## src/rtl/ex3_pkg.sv

```systemverilog
// Shared types and defaults for the ex3 streaming max-finder.
package ex3_pkg;

    typedef enum logic [1:0] {
        IDLE  = 2'd0,
        ACCUM = 2'd1,
        DONE  = 2'd2
    } state_t;

    localparam int WIDTH_DEF = 4;
    localparam int IDX_W_DEF = 8;

endpackage

```

## src/rtl/ex3_maxfind_if.sv

```systemverilog
// Sample-in / result-out handshake bundle for ex3_maxfind.
// Optional min ports are present only when EX3_MINMAX_EN is defined.
interface ex3_maxfind_if #(
    parameter int WIDTH = 4,
    parameter int IDX_W = 8
);
    logic             in_valid;
    logic             in_ready;
    logic [WIDTH-1:0] in_data;
    logic             in_last;
    logic             out_valid;
    logic             out_ready;
    logic [WIDTH-1:0] out_max;
    logic [IDX_W-1:0] out_idx;
    logic [IDX_W-1:0] out_count;
    logic             out_ovf;
`ifdef EX3_MINMAX_EN
    logic [WIDTH-1:0] out_min;
    logic [IDX_W-1:0] out_min_idx;

    modport master (
        output in_valid, in_data, in_last, out_ready,
        input  in_ready, out_valid, out_max, out_idx, out_count, out_ovf,
        input  out_min, out_min_idx
    );
    modport slave (
        input  in_valid, in_data, in_last, out_ready,
        output in_ready, out_valid, out_max, out_idx, out_count, out_ovf,
        output out_min, out_min_idx
    );
`else
    modport master (
        output in_valid, in_data, in_last, out_ready,
        input  in_ready, out_valid, out_max, out_idx, out_count, out_ovf
    );
    modport slave (
        input  in_valid, in_data, in_last, out_ready,
        output in_ready, out_valid, out_max, out_idx, out_count, out_ovf
    );
`endif
endinterface

```

## src/rtl/ex3_maxfind_ge_cmp.sv

```systemverilog
// Unsigned a >= b comparator shared by the max (and optional min) trackers.
module ge_cmp #(
    parameter int WIDTH = 4
) (
    input  logic [WIDTH-1:0] i_a,
    input  logic [WIDTH-1:0] i_b,
    output logic             o_ge
);
    assign o_ge = (i_a >= i_b);
endmodule

```

## src/rtl/ex3_maxfind.sv

```systemverilog
// Streaming frame max-finder: tracks the running maximum (ties go to the
// later beat), its beat index and the beat count, then holds the result
// until the consumer takes it. Define EX3_MINMAX_EN to also track the
// minimum with the mirrored rule.
module ex3_maxfind
    import ex3_pkg::*;
#(
    parameter int WIDTH = WIDTH_DEF,
    parameter int IDX_W = IDX_W_DEF
) (
    input  logic          clk,
    input  logic          rst_n,
    ex3_maxfind_if.slave  bus
);

    localparam logic [IDX_W-1:0] CNT_SAT = '1;

    state_t           r_state;
    logic             r_in_ready;
    logic             r_out_valid;
    logic [WIDTH-1:0] r_max;
    logic [IDX_W-1:0] r_idx;
    logic [IDX_W-1:0] r_count;
    logic             r_ovf;

    logic             w_accept;
    logic             w_max_ge;
    logic             w_cnt_sat;
    logic [IDX_W-1:0] w_count_next;

    assign w_accept     = bus.in_valid && r_in_ready;
    assign w_cnt_sat    = (r_count == CNT_SAT);
    assign w_count_next = w_cnt_sat ? r_count : r_count + 1'b1;

    // New sample wins when it is >= the current maximum.
    ge_cmp #(.WIDTH(WIDTH)) u_ge_max (
        .i_a  (bus.in_data),
        .i_b  (r_max),
        .o_ge (w_max_ge)
    );

`ifdef EX3_MINMAX_EN
    logic [WIDTH-1:0] r_min;
    logic [IDX_W-1:0] r_min_idx;
    logic             w_min_ge;

    // Operands swapped: min >= data means the new sample is <= the minimum.
    ge_cmp #(.WIDTH(WIDTH)) u_ge_min (
        .i_a  (r_min),
        .i_b  (bus.in_data),
        .o_ge (w_min_ge)
    );

    // Minimum tracker, loaded on the first beat and held through DONE.
    always_ff @(posedge clk or negedge rst_n) begin
        if (!rst_n) begin
            r_min     <= '0;
            r_min_idx <= '0;
        end else if (w_accept) begin
            if (r_state == IDLE) begin
                r_min     <= bus.in_data;
                r_min_idx <= '0;
            end else if (r_state == ACCUM && w_min_ge) begin
                r_min     <= bus.in_data;
                r_min_idx <= r_count;
            end
        end
    end

    assign bus.out_min     = r_min;
    assign bus.out_min_idx = r_min_idx;
`endif

    // Frame FSM with registered handshake outputs and max/count trackers.
    // The beat position k equals the pre-increment count; once the count
    // has saturated it stays all-ones, which is the reported idx.
    always_ff @(posedge clk or negedge rst_n) begin
        if (!rst_n) begin
            r_state     <= IDLE;
            r_in_ready  <= 1'b0;
            r_out_valid <= 1'b0;
            r_max       <= '0;
            r_idx       <= '0;
            r_count     <= '0;
            r_ovf       <= 1'b0;
        end else begin
            case (r_state)
                IDLE: begin
                    r_in_ready <= 1'b1;
                    if (w_accept) begin
                        r_max   <= bus.in_data;
                        r_idx   <= '0;
                        r_count <= IDX_W'(1);
                        r_ovf   <= 1'b0;
                        if (bus.in_last) begin
                            r_state     <= DONE;
                            r_in_ready  <= 1'b0;
                            r_out_valid <= 1'b1;
                        end else begin
                            r_state <= ACCUM;
                        end
                    end
                end
                ACCUM: begin
                    if (w_accept) begin
                        if (w_max_ge) begin
                            r_max <= bus.in_data;
                            r_idx <= r_count;
                        end
                        r_count <= w_count_next;
                        if (w_cnt_sat) begin
                            r_ovf <= 1'b1;
                        end
                        if (bus.in_last) begin
                            r_state     <= DONE;
                            r_in_ready  <= 1'b0;
                            r_out_valid <= 1'b1;
                        end
                    end
                end
                DONE: begin
                    if (bus.out_ready) begin
                        r_state     <= IDLE;
                        r_out_valid <= 1'b0;
                        r_in_ready  <= 1'b1;
                    end
                end
                default: begin
                    r_state     <= IDLE;
                    r_in_ready  <= 1'b0;
                    r_out_valid <= 1'b0;
                end
            endcase
        end
    end

    assign bus.in_ready  = r_in_ready;
    assign bus.out_valid = r_out_valid;
    assign bus.out_max   = r_max;
    assign bus.out_idx   = r_idx;
    assign bus.out_count = r_count;
    assign bus.out_ovf   = r_ovf;

endmodule
```

## src/flat_wrapper.sv

```systemverilog
// flat-port wrapper written by rule: the top's interface ports become plain ports
module ex3_maxfind_flat import ex3_pkg::*;
#(
    parameter int WIDTH = WIDTH_DEF,
    parameter int IDX_W = IDX_W_DEF
)
  (clk, rst_n, bus_in_valid, bus_in_data, bus_in_last, bus_out_ready, bus_in_ready, bus_out_valid, bus_out_max, bus_out_idx, bus_out_count, bus_out_ovf);
  ex3_maxfind_if #(.WIDTH(WIDTH), .IDX_W(IDX_W)) bus_i ();
  input  logic clk;
  input  logic rst_n;
  input wire logic [$bits(bus_i.in_valid)-1:0] bus_in_valid;
  input wire logic [$bits(bus_i.in_data)-1:0] bus_in_data;
  input wire logic [$bits(bus_i.in_last)-1:0] bus_in_last;
  input wire logic [$bits(bus_i.out_ready)-1:0] bus_out_ready;
  output wire logic [$bits(bus_i.in_ready)-1:0] bus_in_ready;
  output wire logic [$bits(bus_i.out_valid)-1:0] bus_out_valid;
  output wire logic [$bits(bus_i.out_max)-1:0] bus_out_max;
  output wire logic [$bits(bus_i.out_idx)-1:0] bus_out_idx;
  output wire logic [$bits(bus_i.out_count)-1:0] bus_out_count;
  output wire logic [$bits(bus_i.out_ovf)-1:0] bus_out_ovf;
  assign bus_i.in_valid = bus_in_valid;
  assign bus_i.in_data = bus_in_data;
  assign bus_i.in_last = bus_in_last;
  assign bus_i.out_ready = bus_out_ready;
  assign bus_in_ready = bus_i.in_ready;
  assign bus_out_valid = bus_i.out_valid;
  assign bus_out_max = bus_i.out_max;
  assign bus_out_idx = bus_i.out_idx;
  assign bus_out_count = bus_i.out_count;
  assign bus_out_ovf = bus_i.out_ovf;
  ex3_maxfind #(.WIDTH(WIDTH), .IDX_W(IDX_W)) u_core (.clk(clk), .rst_n(rst_n), .bus(bus_i));
endmodule
```

## config.mk

```make
export PLATFORM = sky130hd
export DESIGN_NAME = ex3_maxfind_flat
export DESIGN_NICKNAME = d
export VERILOG_FILES = /design/src/rtl/ex3_pkg.sv /design/src/rtl/ex3_maxfind_if.sv /design/src/rtl/ex3_maxfind_ge_cmp.sv /design/src/rtl/ex3_maxfind.sv /design/src/flat_wrapper.sv
export SDC_FILE = /design/constraint.sdc
export NUM_CORES = 1
export LEC_CHECK = 0
export ABC_AREA = 1
export BUFFER_PORTS_ARGS = -buffer_cell sky130_fd_sc_hd__buf_4
export CAP_MARGIN = 10
export CORE_MARGIN = 2
export CORE_UTILIZATION = 40
export CTS_BUF_LIST = sky130_fd_sc_hd__clkbuf_8 sky130_fd_sc_hd__clkbuf_16
export CTS_CLUSTER_SIZE = 16
export DETAILED_ROUTE_END_ITERATION = 12
export SKIP_LAST_GASP = 1
export SLEW_MARGIN = 20
export SYNTH_ARGS = -nofsm -noshare
export SYNTH_HDL_FRONTEND = slang
export SYNTH_SLANG_ARGS = --single-unit
```

## constraint.sdc

```tcl
create_clock -name clk -period 4.1 [get_ports clk]
set_clock_uncertainty 0.2 [all_clocks]
set_input_delay 0.82 -clock clk [delete_from_list [all_inputs] [get_ports clk]]
set_output_delay 0.82 -clock clk [all_outputs]
set_load 0.02 [all_outputs]
```

==> flow_metrics.tcl, run 1 <==
set metrics [dict create \
    hold_class "input port to asynchronous set/reset pin" \
    cts_hold_buf 0 \
    grt_setup_unrepaired "false" \
    drt_wl_total_mm 2.831 \
    area_growth_pct 22.69 \
    synthAdderAreaFrac_pct 4.630 \
    ant_nets 0 \
    crit_chain "buf_4, ha_1, a21oi_1, nand4_4, nand2_1, nand2_1, nand2_1" \
    die_y_um 62.12 \
    r2r_slack_ps 2180 \
    clkTransAtPathRegs_ps 90 \
    slew_headroom_pct 76.94 \
    status "complete, no violations" \
    cts_tree "yes" \
    worstSetupPathType "input port to register" \
    die_x_um 62.12 \
    layout_min_cycle_time_ps 2132 \
    drv_cap 0 \
    arrival_ps 2140 \
    fin_nets 217 \
    tightest_slew_ps 345.0 \
    final_max_slew_viol_count 0 \
    ff2ff_path_depth 7 \
    antenna_cells 0 \
    grt_max_degree 26 \
    startpoint "bus_in_data[3]" \
    setup_violations 0 \
    max_freq_mhz 469.1 \
    clock_latency_ps 260 \
    io_pins 32 \
    cts.path.max_buffers 2 \
    post-route-util_pct 50.48 \
    cts_resized 0 \
    yosysUniqueCellTypes 25 \
    crit_fanout 12 \
    io_buffer_count 31 \
    dp_hpwl_mm 2.140 \
    grt_pass1_vias 1024 \
    cp-end-kind "register" \
    slowest_stage "nand2_1" \
    synth.area.mux_share_pct 0 \
    cpMostUsedCell "nand2_1" \
    cp_data_required_time_ps 4100 \
    powerDensity_mw_per_mm2 569.6 \
    dpl_cell_area_mm2 0.001613 \
    cp-endpoint "u_core.bus.out_idx[6]" \
    clock-sinks 25 \
    cts_buffers 3 \
    synth_nets 185 \
    root_buffer "clkbuf_8" \
    rows 21 \
    synth_cells 171 \
    vias_per_cell 4.758 \
    firstDrtPassIters 4 \
    synth_area_mm2 0.001351 \
    synth-compound-area-share_pct 6.389 \
    setup-tns-final_ps 0 \
    grt-ovfl-total 0 \
    setup.worst_path.start_class "input port" \
    r2r_start "u_core.bus.out_max[3]" \
    finalHoldViolations 0 \
    postSynthAreaPerCell_um2 7.902 \
    ys_seq_area_share_pct 46.30 \
    wire_per_inst_um 11.42 \
    synth_xor_area_share_pct 0.6481 \
    yosys_warnings 0 \
    ir_worst_vdd_uv 259.8 \
    gp_congestion 0.7616 \
    drc_errors 0 \
    htree_num_levels 1 \
    fin_area_mm2 0.001658 \
    synth_top_family_by_area "simple AND/OR/NAND/NOR gates" \
    core_area_mm2 0.003284 \
    grt_pass1_wl_mm 4.836 \
    fill_cells 314 \
    vias 1180 \
    synth-seq-cells 25 \
    grt.total_usage_pct 15.35 \
    start_util_pct 41.14 \
    p_leak_nw 0.8921 \
    rr_endpoint "u_core.bus.out_idx[6]" \
    synth-simple-area-share_pct 33.89 \
    post_cts_buffers 0 \
    drt_iter0_markers 65 \
    grt_antenna_before_repair 0 \
    drive_gt1_share_pct 21.29 \
    die_area_mm2 0.003859 \
    max_stage_delay_ps 310 \
    period_share_pct 51.99 \
]
==> registers in the layout, summed over array words and instances, names as in the netlist <==
name                  count
u_core.r_state            2
u_core.bus.out_ovf        1
u_core.bus.in_ready       1
u_core.bus.out_valid      1
u_core.bus.out_max        4
u_core.bus.out_count      8
u_core.bus.out_idx        8
==> worst min-delay path by stage <==
stage                     slack [ps]                     to                  start
after floorplan                  310   u_core.bus.out_valid      u_core.r_state[1]
after global placement           260  u_core.bus.out_idx[3]  u_core.bus.out_idx[3]
after detailed placement         260  u_core.bus.out_idx[3]  u_core.bus.out_idx[3]
after CTS                        250    u_core.bus.in_ready                  rst_n
after global routing             260   u_core.bus.out_valid                  rst_n
final                            250  u_core.bus.out_max[2]                  rst_n
==> cell type report <==
| class | count | area, µm² | share of cell area (%) |
|---|---|---|---|
| Timing Repair Buffer | 32 | 240.2 | 14.49 |
| Tap cell | 46 | 57.56 | 3.472 |
| Multi-Input combinational cell | 122 | 615.6 | 37.13 |
| Inverter | 19 | 73.82 | 4.453 |
| Sequential cell | 25 | 625.6 | 37.74 |
| Clock buffer | 3 | 41.29 | 2.491 |
| Clock inverter | 1 | 3.754 | 0.2264 |
==> report_power, final <==
group	total [W]	internal (W)	switching (W)
Clock	0.000142	0.0000669	0.0000747
Sequential	0.000355	0.000303	0.0000519
Combinational	0.000447	0.000159	0.000288
Total	0.000944	0.000529	0.000415
==> per-stage QoR <==
stage          instances  hold slack, ps  setup WS, ps  power [W]
5_1_grt              248           258.0          1822   0.001022
3_5_place_dp         244           260.8          1669  0.0008146
3_3_place_gp         244           262.5          1754  0.0007989
6_report             248           247.2          1968  0.0009442
4_1_cts              248           252.6          1956  0.0009607
2_1_floorplan        171           308.5          1988  0.0006774
==> worst max-delay path, delay by kind of cell <==
| kind | cells | cell delay [ps] |
|---|---|---|
| buffers and inverters | 1 | 120 |
| adders and majority gates | 1 | 280 |
| and+or+nand+nor | 4 | 650 |
| AOI/OAI and AO/OA | 1 | 270 |
==> per-layer routing <==
metal  vias up  routed length (µm)  GRT usage [%]
met5         -                   0              0
met4         0                  12          4.167
met3         2                  74          2.355
met2        16                1340          23.91
met1       548                1404          22.35
li1        614                   -              -
==> kinds of logic (layout without fill, tap and decap cells) <==
group,after synthesis,in the layout
and+or+nand+nor,101,101
DFF,25,25
adders and majority gates,5,5
AOI/OAI and AO/OA,15,15
xor gates and xnor gates,1,1
buffers and inverters,24,55
==> Yosys cell counts, drive strengths merged <==
master | instances | share of area, %
a22oi | 1 | 0.56
ha | 5 | 4.6
inv | 19 | 5.5
nand4 | 8 | 4.8
xor2 | 1 | 0.65
dfrtp | 25 | 46
nand3 | 18 | 7.0
buf | 5 | 2.7
o21ai | 10 | 4.0
nand3b | 1 | 0.56
a21oi | 2 | 0.74
nand2 | 64 | 18
nor2 | 9 | 2.7
o21bai | 2 | 1.1
or2 | 1 | 0.46
==> layout by cell type, fill, tap and decap left out, types with 2 or more instances in the layout <==
cell type	netlist	final
o21ai_1	3	3
buf_4	2	32
nand4_1	7	7
o21ai_0	6	6
nand2_1	63	63
o21bai_1	2	2
inv_1	17	18
ha_1	5	5
nor2_1	8	8
a21oi_1	2	2
nand3_1	17	17
clkbuf_8	0	3
dfrtp_1	25	25
Power figures use the tool's default switching activity.
==> inputs of run 2 (changes only) <==
clock period = 2.03 ns   (was 4.1 ns; I/O delays follow)
==> run 2 against run 1 <==
- critical endpoint is now u_core.bus.out_idx[1]
- power rose by 100%
- count of clock-buffer cells in the layout did not move
- global-route usage rose by 0.74 points
- sequential power rose by 100%
- die area did not move
- worst hold slack got worse by 68 ps
- core utilization rose by 0.65 points
- first-iteration DRC count fell by 65%
- flip-flop and latch count did not move
- cell area rose by 1.3%
- sequential share of layout area fell by 0.48 points
==> flow_metrics.tcl, run 2 (synthesized netlist as in run 1, its figures left out) <==
set metrics [dict create \
    grt_max_degree 26 \
    clkTransAtPathRegs_ps 90 \
    final_cell_mix "nand2_1 (62), buf_4 (33), dfrtp_1 (25)" \
    drv_cap 0 \
    cts_buffers 3 \
    final_common_cell "nand2_1" \
    max_stage_delay_ps 390 \
    io_buffer_count 31 \
    arrival_ps 1810 \
    gp_congestion 0.7525 \
    setup_violations 0 \
    ir_worst_vdd_uv 617.9 \
    io_pins 32 \
    start_util_pct 41.14 \
    clock-sinks 25 \
    die_y_um 62.12 \
    layout_min_cycle_time_ps 1847 \
    rr_endpoint "u_core.bus.out_idx[1]" \
    cp-end-kind "register" \
    powerDensity_mw_per_mm2 1148 \
    ff2ff_path_depth 6 \
    antenna_cells 0 \
    drc_errors 0 \
    finalHoldViolations 0 \
    grt_antenna_before_repair 0 \
    startpoint "u_core.bus.out_max[3]" \
    grt.total_usage_pct 16.10 \
    crit_chain "inv_1, ha_1, a21oi_1, nand3_1, nand4_1, nand2_1" \
    hold_ws_ps 179.7 \
    die_area_mm2 0.003859 \
    clock_latency_ps 260 \
    cts.path.max_buffers 2 \
    p_leak_nw 0.8994 \
    post-route-util_pct 51.12 \
    slowest_stage "dfrtp_1" \
    dp_hpwl_mm 2.101 \
    htree_num_levels 1 \
    rows 21 \
    layout_setup_ws_ps 183.5 \
    worstSetupPathType "register to register" \
    final_max_slew_viol_count 0 \
    period_share_pct 90.96 \
    drive_gt1_share_pct 22.55 \
    grt_pass1_wl_mm 5.126 \
    cp_data_required_time_ps 1990 \
    grt-ovfl-total 0 \
    r2r_slack_ps 180 \
    wire_per_inst_um 11.29 \
    ant_nets 0 \
    drt_iter0_markers 23 \
    vias 1180 \
    setup.worst_path.start_class "register" \
    cp-endpoint "u_core.bus.out_idx[1]" \
    dp_slack_ps 21.05 \
    fin_nets 219 \
    vias_per_cell 4.720 \
    firstDrtPassIters 4 \
    crit_fanout 7 \
    core_area_mm2 0.003284 \
    cts_tree "yes" \
    hold_class "input port to register" \
    tightest_slew_ps 323.7 \
    post_cts_buffers 0 \
    root_buffer "clkbuf_8" \
    area_growth_pct 24.26 \
    r2r_start "u_core.bus.out_max[3]" \
    grt_setup_unrepaired "false" \
    status "complete, no violations" \
    die_x_um 62.12 \
    drt_wl_total_mm 2.823 \
    grt_pass1_vias 1146 \
    slew_headroom_pct 78.42 \
    dpl_cell_area_mm2 0.001620 \
    max_freq_mhz 541.6 \
    setup-tns-final_ps 0 \
    fin_area_mm2 0.001679 \
]
[run 2: changes by cell type in the layout (fill, tap and decap cells not counted), sizes merged]
cell	delta
buf	+1
clkinv	+1
dlygate4sd3	+1
inv	-1
[run 2: per-stage QoR]
step / total power [W] / cells
2_1_floorplan: 0.001368 / 171
3_3_place_gp: 0.001626 / 245
3_5_place_dp: 0.001652 / 245
4_1_cts: 0.001957 / 250
5_1_grt: 0.002110 / 250
6_report: 0.001928 / 250
[run 2: power breakdown]
group	internal, W	switching, W
clock	0.000137	0.000155
combinational	0.000331	0.000584
sequential	0.000613	0.000108
total	0.00108	0.000847
[run 2: how the worst min path moves through the flow]
| stage | start | to | cells after the start |
|---|---|---|---|
| after global placement | rst_n | u_core.bus.out_max[2] | 1 |
| after floorplan | rst_n | u_core.bus.in_ready | 0 |
| after global routing | bus_in_data[1] | u_core.bus.out_max[1] | 3 |
| after CTS | bus_in_data[1] | u_core.bus.out_max[1] | 3 |
| final | bus_in_data[1] | u_core.bus.out_max[1] | 3 |
| after detailed placement | rst_n | u_core.bus.out_max[2] | 1 |
[run 2: timing repair]
item	in CTS	in global routing
endpoints found under the hold margin	25	0
resized for setup	0	1
setup endpoints to repair	0	12
hold buffers	1	0
[run 2: metal layers]
layer  share of wire, %  GRT usage (%)  up-vias
met2                 47          26.36       20
met1                 48          22.07      541
li1                   -              -      617
met4               0.67          4.167        0
met5                  0              0        -
met3                3.9          3.080        2
[run 2: cell type report]
cell class | count | area, µm²
tap | 46 | 57.56
timing repair buffer | 34 | 257.7
clock buffer | 3 | 41.29
fill | 328 | 1605
sequential | 25 | 625.6
multi-input combinational | 122 | 618.1
clock inverter | 1 | 5.005
inverter | 19 | 73.82
[run 2: worst max-delay path: cells and delay by family (launching register included)]
family / cells / cell delay [ps]
and+or+nand+nor: 3 / 500
DFF: 1 / 390
adders and majority gates: 1 / 300
AOI/OAI and AO/OA: 1 / 290
buffers and inverters: 1 / 60
==> inputs of run 3 (changes only) <==
MAX_ROUTING_LAYER = met4   (was unset)
==> run 3 against run 2 <==
- global-route usage increased by 0.46 points
- via count rose by 0.34%
- die area unchanged
- core utilization did not move
- largest cell class unchanged
==> flow_metrics.tcl, run 3 (synthesized netlist as in run 1, its figures left out) <==
set metrics [dict create \
    max_freq_mhz 541.5 \
    max_stage_delay_ps 390 \
    clock-sinks 25 \
    grt_pass1_wl_mm 5.126 \
    drt_wl_total_mm 2.825 \
    grt_setup_unrepaired "false" \
    dpl_cell_area_mm2 0.001620 \
    ir_worst_vdd_uv 617.7 \
    clkTransAtPathRegs_ps 90 \
    crit_chain "inv_1, ha_1, a21oi_1, nand3_1, nand4_1, nand2_1" \
    drive_gt1_share_pct 22.55 \
    final_max_slew_viol_count 0 \
    io_pins 32 \
    die_y_um 62.12 \
    cp_num_buf_inv 1 \
    slowest_stage "dfrtp_1" \
    startpoint "u_core.bus.out_max[3]" \
    die_x_um 62.12 \
    period_share_pct 90.97 \
    ff2ff_path_depth 6 \
    firstDrtPassIters 4 \
    fin_nets 219 \
    wire_per_inst_um 11.30 \
    cp.depth 6 \
    cts_buffers 3 \
    start_util_pct 41.14 \
    drt_iter0_markers 25 \
    status "complete, no violations" \
    final_common_cell "nand2_1" \
    setup.worst_path.start_class "register" \
    die_area_mm2 0.003859 \
    antenna_cells 0 \
    setup-tns-final_ps 0 \
    area_growth_pct 24.26 \
    clock_latency_ps 260 \
    drv_cap 0 \
    cp_data_required_time_ps 1990 \
    io_buffer_count 31 \
    powerDensity_mw_per_mm2 1149 \
    root_buffer "clkbuf_8" \
    vias_per_cell 4.736 \
    ant_nets 0 \
    post-route-util_pct 51.12 \
    tightest_slew_ps 323.7 \
    slew_headroom_pct 78.42 \
    cts_tree "yes" \
    post_cts_buffers 0 \
    gp_congestion 0.7621 \
    finalHoldViolations 0 \
    crit_fanout 7 \
    dp_hpwl_mm 2.101 \
    rr_endpoint "u_core.bus.out_idx[1]" \
    htree_num_levels 1 \
    p_leak_nw 0.8994 \
    layout_min_cycle_time_ps 1847 \
    grt_max_degree 26 \
    arrival_ps 1810 \
    r2r_slack_ps 180 \
    cp-end-kind "register" \
    cts.path.max_buffers 2 \
    final_cell_mix "nand2_1 (62), buf_4 (33), dfrtp_1 (25)" \
    r2r_start "u_core.bus.out_max[3]" \
    grt.total_usage_pct 16.56 \
    grt-ovfl-total 0 \
    fin_area_mm2 0.001679 \
    power_w 0.001929 \
    drc_errors 0 \
    setup_violations 0 \
    rows 21 \
    vias 1184 \
    core_area_mm2 0.003284 \
    grt_antenna_before_repair 0 \
    hold_class "input port to register" \
    worstSetupPathType "register to register" \
    grt_pass1_vias 1146 \
    crit_family "simple AND/OR/NAND/NOR gates" \
    cp-endpoint "u_core.bus.out_idx[1]" \
]
==> run 3: cell counts in the layout (fill, tap and decap cells not counted) <==
Identical to the previous run, type by type.
==> run 3: worst min-delay path by stage <==
stage          cells after the start  slack, ps            from               endpoint
6_report                           3        180  bus_in_data[1]  u_core.bus.out_max[1]
5_1_grt                            3        190  bus_in_data[1]  u_core.bus.out_max[1]
3_5_place_dp                       1        130           rst_n  u_core.bus.out_max[2]
2_1_floorplan                      0        -90           rst_n    u_core.bus.in_ready
3_3_place_gp                       1        130           rst_n  u_core.bus.out_max[2]
4_1_cts                            3        180  bus_in_data[1]  u_core.bus.out_max[1]
==> run 3: repair_timing <==
item | in CTS | in global routing
gates resized for setup | 0 | 1
hold buffers | 1 | 0
endpoints found under the setup margin | 0 | 12
endpoints found under the hold margin | 25 | 0
==> run 3: area by class of cell <==
cell class              count  area (µm²)
multi-input cells         122       618.1
repair buffers             34       257.7
well taps                  46       57.56
fillers                   328        1605
flip-flops and latches     25       625.6
clock buffers               3       41.29
inverters                  19       73.82
clock inverters             1       5.005
==> run 3: tightest hold or removal path: cells and delay by family <==
| kind | cells | cell delay [ps] |
|---|---|---|
| buffers and inverters | 1 | 90 |
| and+or+nand+nor | 2 | 120 |
==> run 3: metrics by stage <==
stage               worst slack, ps  std cells  hold WS [ps]
global route                  31.18        250         193.6
detailed placement            21.05        245         131.3
global placement              121.5        245         128.3
finish                        183.3        250         179.3
CTS                           78.75        250         175.2
floorplan                     201.0        171        -89.59
==> run 3: power by group <==
| group | leakage [nW] | switching (W) | internal [W] |
|---|---|---|---|
| clock network | 0.0255 | 0.000155 | 0.000137 |
| registers | 0.332 | 0.000109 | 0.000613 |
| logic | 0.542 | 0.000584 | 0.000331 |
| total | 0.899 | 0.000848 | 0.00108 |
==> run 3: metal layers <==
layer  wire, µm  global-route usage [%]  vias to the layer above
met2       1321                   26.36                       24
met5          0                       -                        -
met1       1376                   22.18                      542
met3        108                   2.899                        2
li1           -                       -                      616
met4         19                   4.167                        0
